===== config.mk =====
export PLATFORM = sky130hd
export DESIGN_NAME = phantom_clock
export DESIGN_NICKNAME = d
export VERILOG_FILES = /design/src/rtl/phantom_clock.sv
export SDC_FILE = /design/constraint.sdc
export NUM_CORES = 1
export LEC_CHECK = 0
export ABC_AREA = 0
export BUFFER_PORTS_ARGS = -buffer_cell sky130_fd_sc_hd__buf_2
export CAP_MARGIN = 20
export CORE_AREA = 10 10 122 168
export DETAILED_ROUTE_END_ITERATION = 8
export DIE_AREA = 0 0 132 178
export HOLD_SLACK_MARGIN = 0.1
export PLACE_DENSITY = 0.74
export SLEW_MARGIN = 20
export SYNTH_ARGS = -nofsm -noshare
export SYNTH_HDL_FRONTEND = slang
export SYNTH_SLANG_ARGS = --single-unit

===== constraint.sdc =====
create_clock -name C7M -period 3.4 [get_ports C7M]
set_clock_uncertainty 0.05 [all_clocks]
set_input_delay 0.34 -clock C7M [delete_from_list [all_inputs] [get_ports C7M]]
set_output_delay 0.34 -clock C7M [all_outputs]
set_load 0.03 [all_outputs]

===== src/rtl/phantom_clock.sv =====
// DS1215-style phantom time chip: spots a 64-bit serial key on A2 across memory accesses,
// then steals the next 64 accesses to shift a BCD real-time clock in or out on D0.
module phantom_clock #(
    parameter int          TICKDIV = 71591,
    parameter logic [63:0] KEY     = 64'h5CA33AC55CA33AC5
) (
    input  logic C7M,
    input  logic RES,
    input  logic nCE,
    input  logic A0,
    input  logic A2,
    output logic RAMROMCSgb,
    output logic DQ,
    output logic DQOE
);

    typedef enum logic {MATCH, XFER} state_t;

    localparam int          PW         = $clog2(TICKDIV + 1);
    localparam logic [63:0] TIME_RESET = 64'h0001_0101_0000_0000;

    logic          nce1_q, nce1_d, nce2_q, nce2_d;
    logic          a0_q, a0_d, a2_q, a2_d;
    state_t        state_q, state_d;
    logic [5:0]    idx_q, idx_d;
    logic          dirty_q, dirty_d;
    logic [63:0]   sh_q, sh_d;
    logic [63:0]   tm_q, tm_d;
    logic [PW-1:0] presc_q, presc_d;

    logic          evt, tick, dirty_w;
    logic [7:0]    dmax;
    logic [63:0]   tm_tick, sh_w;

    // Fields at or above their maximum (including invalid BCD) fall back to the minimum.
    function automatic logic [7:0] bcd_inc(input logic [7:0] v, input logic [7:0] lo,
                                           input logic [7:0] hi);
        if (v >= hi)
            return lo;
        if (v[3:0] >= 4'd9)
            return {v[7:4] + 4'd1, 4'd0};
        return {v[7:4], v[3:0] + 4'd1};
    endfunction

    function automatic logic [7:0] month_len(input logic [7:0] mon, input logic [7:0] yr);
        logic [1:0] yr_mod4;
        yr_mod4 = yr[1:0] + {yr[4], 1'b0};
        case (mon)
            8'h04, 8'h06, 8'h09, 8'h11: return 8'h30;
            8'h02:                      return (yr_mod4 == 2'd0) ? 8'h29 : 8'h28;
            default:                    return 8'h31;
        endcase
    endfunction

    assign evt  = ~nce2_q & nce1_q;
    assign tick = (presc_q == PW'(TICKDIV - 1));
    assign dmax = month_len(tm_q[55:48], tm_q[63:56]);

    always_comb begin
        tm_tick       = tm_q;
        tm_tick[7:0]  = bcd_inc(tm_q[7:0], 8'h00, 8'h99);
        if (tm_q[7:0] >= 8'h99) begin
            tm_tick[15:8] = bcd_inc(tm_q[15:8], 8'h00, 8'h59);
            if (tm_q[15:8] >= 8'h59) begin
                tm_tick[23:16] = bcd_inc(tm_q[23:16], 8'h00, 8'h59);
                if (tm_q[23:16] >= 8'h59) begin
                    tm_tick[31:24] = bcd_inc(tm_q[31:24], 8'h00, 8'h23);
                    if (tm_q[31:24] >= 8'h23) begin
                        tm_tick[39:32] = bcd_inc(tm_q[39:32], 8'h01, 8'h07);
                        tm_tick[47:40] = bcd_inc(tm_q[47:40], 8'h01, dmax);
                        if (tm_q[47:40] >= dmax) begin
                            tm_tick[55:48] = bcd_inc(tm_q[55:48], 8'h01, 8'h12);
                            if (tm_q[55:48] >= 8'h12)
                                tm_tick[63:56] = bcd_inc(tm_q[63:56], 8'h00, 8'h99);
                        end
                    end
                end
            end
        end
    end

    always_comb begin
        nce1_d  = nCE;
        nce2_d  = nce1_q;
        a0_d    = nce1_q ? a0_q : A0;
        a2_d    = nce1_q ? a2_q : A2;
        state_d = state_q;
        idx_d   = idx_q;
        dirty_d = dirty_q;
        sh_d    = sh_q;
        sh_w    = sh_q;
        dirty_w = dirty_q;
        presc_d = tick ? '0 : presc_q + PW'(1);
        tm_d    = tick ? tm_tick : tm_q;

        case (state_q)
            MATCH: begin
                if (evt) begin
                    if (!a0_q && (a2_q == KEY[idx_q])) begin
                        if (idx_q == 6'd63) begin
                            state_d = XFER;
                            idx_d   = '0;
                            sh_d    = tm_q;
                            dirty_d = 1'b0;
                        end else begin
                            idx_d = idx_q + 6'd1;
                        end
                    end else begin
                        idx_d = '0;
                    end
                end
            end
            XFER: begin
                if (evt) begin
                    if (!a0_q) begin
                        sh_w[idx_q] = a2_q;
                        dirty_w     = 1'b1;
                    end
                    sh_d    = sh_w;
                    dirty_d = dirty_w;
                    idx_d   = idx_q + 6'd1;
                    // Load beats a coincident tick; the prescaler restarts from the new time.
                    if (idx_q == 6'd63) begin
                        state_d = MATCH;
                        idx_d   = '0;
                        if (dirty_w) begin
                            tm_d    = sh_w & 64'hFFFF_FF07_7FFF_FFFF;
                            presc_d = '0;
                        end
                    end
                end
            end
            default: state_d = MATCH;
        endcase
    end

    assign RAMROMCSgb = (state_q == MATCH) ? ~nCE : 1'b0;
    assign DQ         = (state_q == XFER) ? sh_q[idx_q] : 1'b0;
    assign DQOE       = (state_q == XFER) & ~nCE & A0;

    always_ff @(posedge C7M) begin
        if (RES) begin
            nce1_q  <= 1'b1;
            nce2_q  <= 1'b1;
            a0_q    <= 1'b0;
            a2_q    <= 1'b0;
            state_q <= MATCH;
            idx_q   <= '0;
            dirty_q <= 1'b0;
            sh_q    <= '0;
            presc_q <= '0;
            tm_q    <= TIME_RESET;
        end else begin
            nce1_q  <= nce1_d;
            nce2_q  <= nce2_d;
            a0_q    <= a0_d;
            a2_q    <= a2_d;
            state_q <= state_d;
            idx_q   <= idx_d;
            dirty_q <= dirty_d;
            sh_q    <= sh_d;
            presc_q <= presc_d;
            tm_q    <= tm_d;
        end
    end

endmodule


Yosys cells after proc, flatten, opt, wreduce, memory -nomap -nowiden
Memory sizes are Yosys's and may differ from the RTL's. A register that Yosys moved wholly into a read port is not among the register bits.
Index checks and enable logic that the tools add are counted.
Operators by class
  divide/modulo/power cells: 0
  mux-type cells: 159
  magnitude comparators: 18
  add/sub/neg operators: 19
  eq/ne operators: 13
  reductions and logical operators: 8
  shifts and indexed selects: 0
  multiply operators: 0
  bitwise operators: 6
Operator list (count)
  $mux 64: 10
  $mux 8: 33
  $pmux 64 s2: 1
  $mux 1: 92
  $mux 17: 5
  $add 4x1->4 const B: 16
  $bwmux 64: 1
  $mux 56: 1
  $mux 48: 1
  $mux 40: 1
  $mux 6: 6
  $ge 4x4->1 const B: 8
  $mux 32: 1
  $add 17x1->17 const B: 1
  $eq 17x17->1 const B: 1
  $eq 8x3->1 const B: 2
  $ge 8x7->1 const B: 2
  $ge 8x8->1 const B: 2
  $mux 16: 1
  $pmux 6 s2: 1
  $pmux 5 s2: 1
  $eq 8x2->1 const B: 1
  $eq 8x4->1 const B: 1
  $eq 8x5->1 const B: 1
  24 further kinds: 33
Storage, ports and cells
  logic and storage cells: 235
  bits in read-only memories: 64
  memories kept: 1
  bits in writable memories: 0
  latch bits: 0
  input port bits: 5
  flip-flop bits (word level): 157
Memories
  (no name shown): depth 64, width 1, read ports 1, clocked after memory_dff 1, wr ports 0, line 99  | if (!a0_q && (a2_q == KEY[idx_q])) begin

Logic depth before layout (Yosys ltp)
  depth in word-level cells: 30
  depth in mapped cells: 15
  gate-level depth less buffers: 14

Worst setup path after synthesis
OpenSTA, ideal clock, no wires.
  path kind: register to register
  from: register tm_q[48]
  to: register tm_q[42]
  cell stages (with the launch flop): 15
  path buffers: 0
  slack: 462 ps
  required time: 3255 ps
  data arrival time: 2792 ps
  setup time: 95 ps
  cells stage by stage: dfxtp_1 > inv_1 > ha_1 > o21ai_0 > o21ai_0 > a32oi_1 > nor3_1 > a21oi_1 > ha_1 > nor4b_1 > o21ai_1 > a211o_1 > nor2_1 > a41oi_1 > a221oi_1
Between the ends
  word-level cells in the longest chain between the ends: 19
  elaborated cells on any way between the ends: 23
  classes of those cells: order compare: 1; eq/ne: 5; mux: 16; reduce/logical: 1
RTL lines
  start: declaration: line 28  | logic [63:0] tm_q, tm_d;
  start signal: assignment: line 163  | tm_q <= tm_d;
  $eq 8x3->1, or another cell as far along: line 48  | case (mon)
  $reduce_or 4->1: line 48
  $pmux 5 s2 *: line 48
  $ge 8x8->1 *: line 38  | if (v >= hi)
  $mux 1 *: line 38
  $mux 1 *: line 68  | if (tm_q[31:24] >= 8'h23) begin
  $mux 1 *: line 66  | if (tm_q[23:16] >= 8'h59) begin
  $mux 1 *: line 64  | if (tm_q[15:8] >= 8'h59) begin
  (+3 left out)
  $mux 40 *: line 66
  $mux 48 *: line 64
  $mux 56 *: line 62  | if (tm_q[7:0] >= 8'h99) begin
  $mux 64 *: line 94  | tm_d = tick ? tm_tick : tm_q;
  $mux 64: line 126  | if (dirty_w) begin
  $mux 64: line 123  | if (idx_q == 6'd63) begin
  $mux 64: line 114  | if (evt) begin
  $mux 64 *: line 96  | case (state_q)
Every way passes the cells marked *; elsewhere a longest branch is shown, timed or not. The select of a mux whose other input is x is not followed.
A chain may end at the register's enable or synchronous reset.

Worst setup path after layout
  from: register idx_q[1]
  to: output port DQ
Between the ends
  word-level cells in the longest chain between the ends: 3
RTL lines
  start: declaration: line 25  | logic [5:0] idx_q, idx_d;
  start signal: assignment: line 159  | idx_q <= idx_d;
  $bmux 1 s6: line 138  | assign DQ = (state_q == XFER) ? sh_q[idx_q] : 1'b0;
  $mux 1 (not written as such): line 138
  $mux 1: line 138
  end: declaration: line 13  | output logic DQ,
Every way passes these cells. The select of a mux whose other input is x is not followed.

==> metrics.txt <==
outcome=completed; FFs w/ async S/R, synth=0%; Setup WS pre-CTS=111 ps; Post-DRT Antenna Nets=0; clock sinks=158; drt pass-1 iters=7; Initial Util=59.0%; hold crit path type=input port to register; gr ovfl total=0; DRC violations left=0; Final Hold Viols=0; crit-path cells=buf_12 > nor2b_1 > a221oi_1 > a21oi_1 > a311o_1 > a22oi_1 > a41oi_1 > buf_2; Post-Syn Nets=1325; Die X=132 um; Die Span Y=178 um; nets=1300; sequential share of the synthesized area=30.9%; CTS tree=yes; Total GRT Usage=24.5%; initial antenna violation count=0; Fmax=307 MHz; global-route wire length before repair=47300 um; most common cell in the netlist=nand2_1; root buffer cell=clkbuf_16; worst skew pair latency=440 ps; startpoint types=register; CP required=3010 ps; Post-synth EDFFs=0; Rel. slew slack=30.5%; CP peak stage delay=510 ps; Placeable Area=0.0173 mm2; RSZ-0062 raised after global routing=false; top cell type's share of synthesized area=30.9%; PwrDens=361 mW/mm2; crit path kind=register to output pin; Netlist cell types=87; Initial DRC Count=1015; DR WL/cell=19.5 um; number of global-route vias before repair=9119; share of layout cells above drive strength 1=11.2%; Post-Syn Instances=1272; Area Overhead vs Synth=9.66%; clk buf depth=2; mean area per synthesized cell=8.05 um2; Crit path arrival time=2870 ps; pin count of the biggest net entering global routing=63; IO Pins=8; cell area after synthesis=0.0102 mm2; Peak VDD IR=0.251 mV; clock period minus final worst setup slack=3260 ps; postcts setup bufs=0; via/cell ratio=6.49; Worst Tran Pin Value=1040 ps; crit share post-route=95.9%; CP Capture Type=output pin; Total Wirelength=29200 um; synth top area cells=dfxtp_1 31%, mux2i_1 6.7%, nand2_1 6.5%, ha_1 5.9%, nor2_1 4.6%; Core Rows=57; Post-synth top flop=dfxtp_1; post-route setup TNS=0 ps; Port Buffers=7; Leakage=4.21 nW; post-layout worst setup margin=139 ps; cell taking the most area after synthesis=dfxtp_1; die area=0.0235 mm2; Synth top cells by count=178 x nand2_1, 158 x dfxtp_1, 125 x nor2_1; TritonCTS buffer count=17; H-tree depth=4; worst-path fanout max=39; clock slew at reported path FFs=60 ps; Detail Placement HPWL=20000 um; Synthesis Warnings=0; Slew Limit Fails=0; slowest CP cell=dfxtp_1; Final setup viols=0; GP Congestion=0.926; Diodes inserted=0; register bit total from synthesis=158; max cap viols=0; DR vias=9703
area by class of cell:
| cell class | count | area (um2) |
|---|---|---|
| Clock buffer | 21 | 482 |
| Clock inverter | 10 | 158 |
| Fill cell | 1535 | 6110 |
| Inverter | 40 | 150 |
| Multi-Input combinational cell | 980 | 6570 |
| Sequential cell | 158 | 3170 |
| Tap cell | 236 | 295 |
| Timing Repair Buffer | 50 | 400 |
per-layer routing:
| metal | vias up | part of all wire [%] | track usage [%] |
|---|---|---|---|
| li1 | 4601 | - | - |
| met1 | 4612 | 40 | 28.7 |
| met2 | 396 | 50 | 42.6 |
| met3 | 94 | 6.4 | 3.60 |
| met4 | 0 | 4.1 | 12.8 |
| met5 | - | 0 | 0 |
placed cells by master, fill, tap and decap left out, types with 5 or more instances in the layout:
cell,Yosys,routed
a211oi_1,45,45
a21o_1,9,8
a21oi_1,93,92
a221oi_1,15,15
a22oi_1,8,8
a311oi_1,7,7
a31oi_1,15,15
a41oi_1,8,8
and3_1,17,16
buf_2,13,6
buf_4,0,40
clkbuf_16,0,18
dfxtp_1,158,156
ha_1,48,48
inv_1,39,39
mux2_2,16,16
mux2i_1,69,69
nand2_1,178,178
nand2b_1,14,14
nand3_1,32,32
nand4_1,10,10
nand4b_1,5,5
nor2_1,125,124
nor2b_1,10,10
nor3_1,13,13
nor3b_1,7,7
nor4_1,9,9
o211ai_1,40,40
o21a_1,5,5
o21ai_0,33,33
o21ai_1,6,6
o22ai_1,10,10
or2_2,5,5
xnor2_1,13,13
xor2_1,10,10
path summary, 6_finish.rpt:
kind	from	end	slack (ps)	cells past startpoint
worst max-delay path	idx_q[1]$_SDFFE_PP0P_	DQ	140	8
worst max register to register	tm_q[48]$_SDFF_PP1_	tm_q[42]$_SDFF_PP0_	140	14
worst min-delay path	A2	a2_q$_SDFFE_PP0N_	100	3
worst min register to register	presc_q[0]$_SDFF_PP0_	presc_q[0]$_SDFF_PP0_	420	1
logic make-up after synthesis:
kind of cell               share of synthesized area (%)
muxes                                               9.39
xor gates and xnor gates                            1.97
and+or+nand+nor                                     23.3
adders and majority gates                           5.87
AOI/OAI and AO/OA                                   23.3
DFF                                                 30.9
buffers and inverters                               5.22
worst max-delay path, delay by kind of cell (launching register included):
kind	cells	cell delay, ps
AOI/OAI and AO/OA	5	920
buffers and inverters	2	530
DFF	1	510
and+or+nand+nor	1	440
flip-flops by register name, summed over array words and instances, names as in the netlist, named ones only:
name     flops
a2_q         1
tm_q        64
nce2_q       1
presc_q     17
state_q      1
idx_q        6
sh_q        64
dirty_q      1
nce1_q       1
a0_q         1
timing repair:
item | CTS | global route
setup endpoints to repair | 0 | 11
resized for setup | 0 | 4
hold endpoints to repair | 1 | 0
hold buffers | 1 | 0
through the flow:
stage	hold WS [ps]	cell area (um2)	power (mW)	utilization, %	instances
floorplan	387	10200	1.97	-	1272
global placement	400	10600	2.00	60.9	1463
detailed placement	406	10600	2.00	60.9	1463
CTS	100	11200	4.06	64.6	1495
global route	125	11200	4.15	64.8	1495
finish	101	11200	4.05	64.8	1495
power breakdown:
part	internal (mW)	leakage, nW	switching (mW)
registers	1.86	1.27	0.00817
logic	0.0240	2.62	0.0685
clock network	1.31	0.318	0.787
total	3.19	4.21	0.864
No activity file was read; power rests on OpenSTA's default activity.
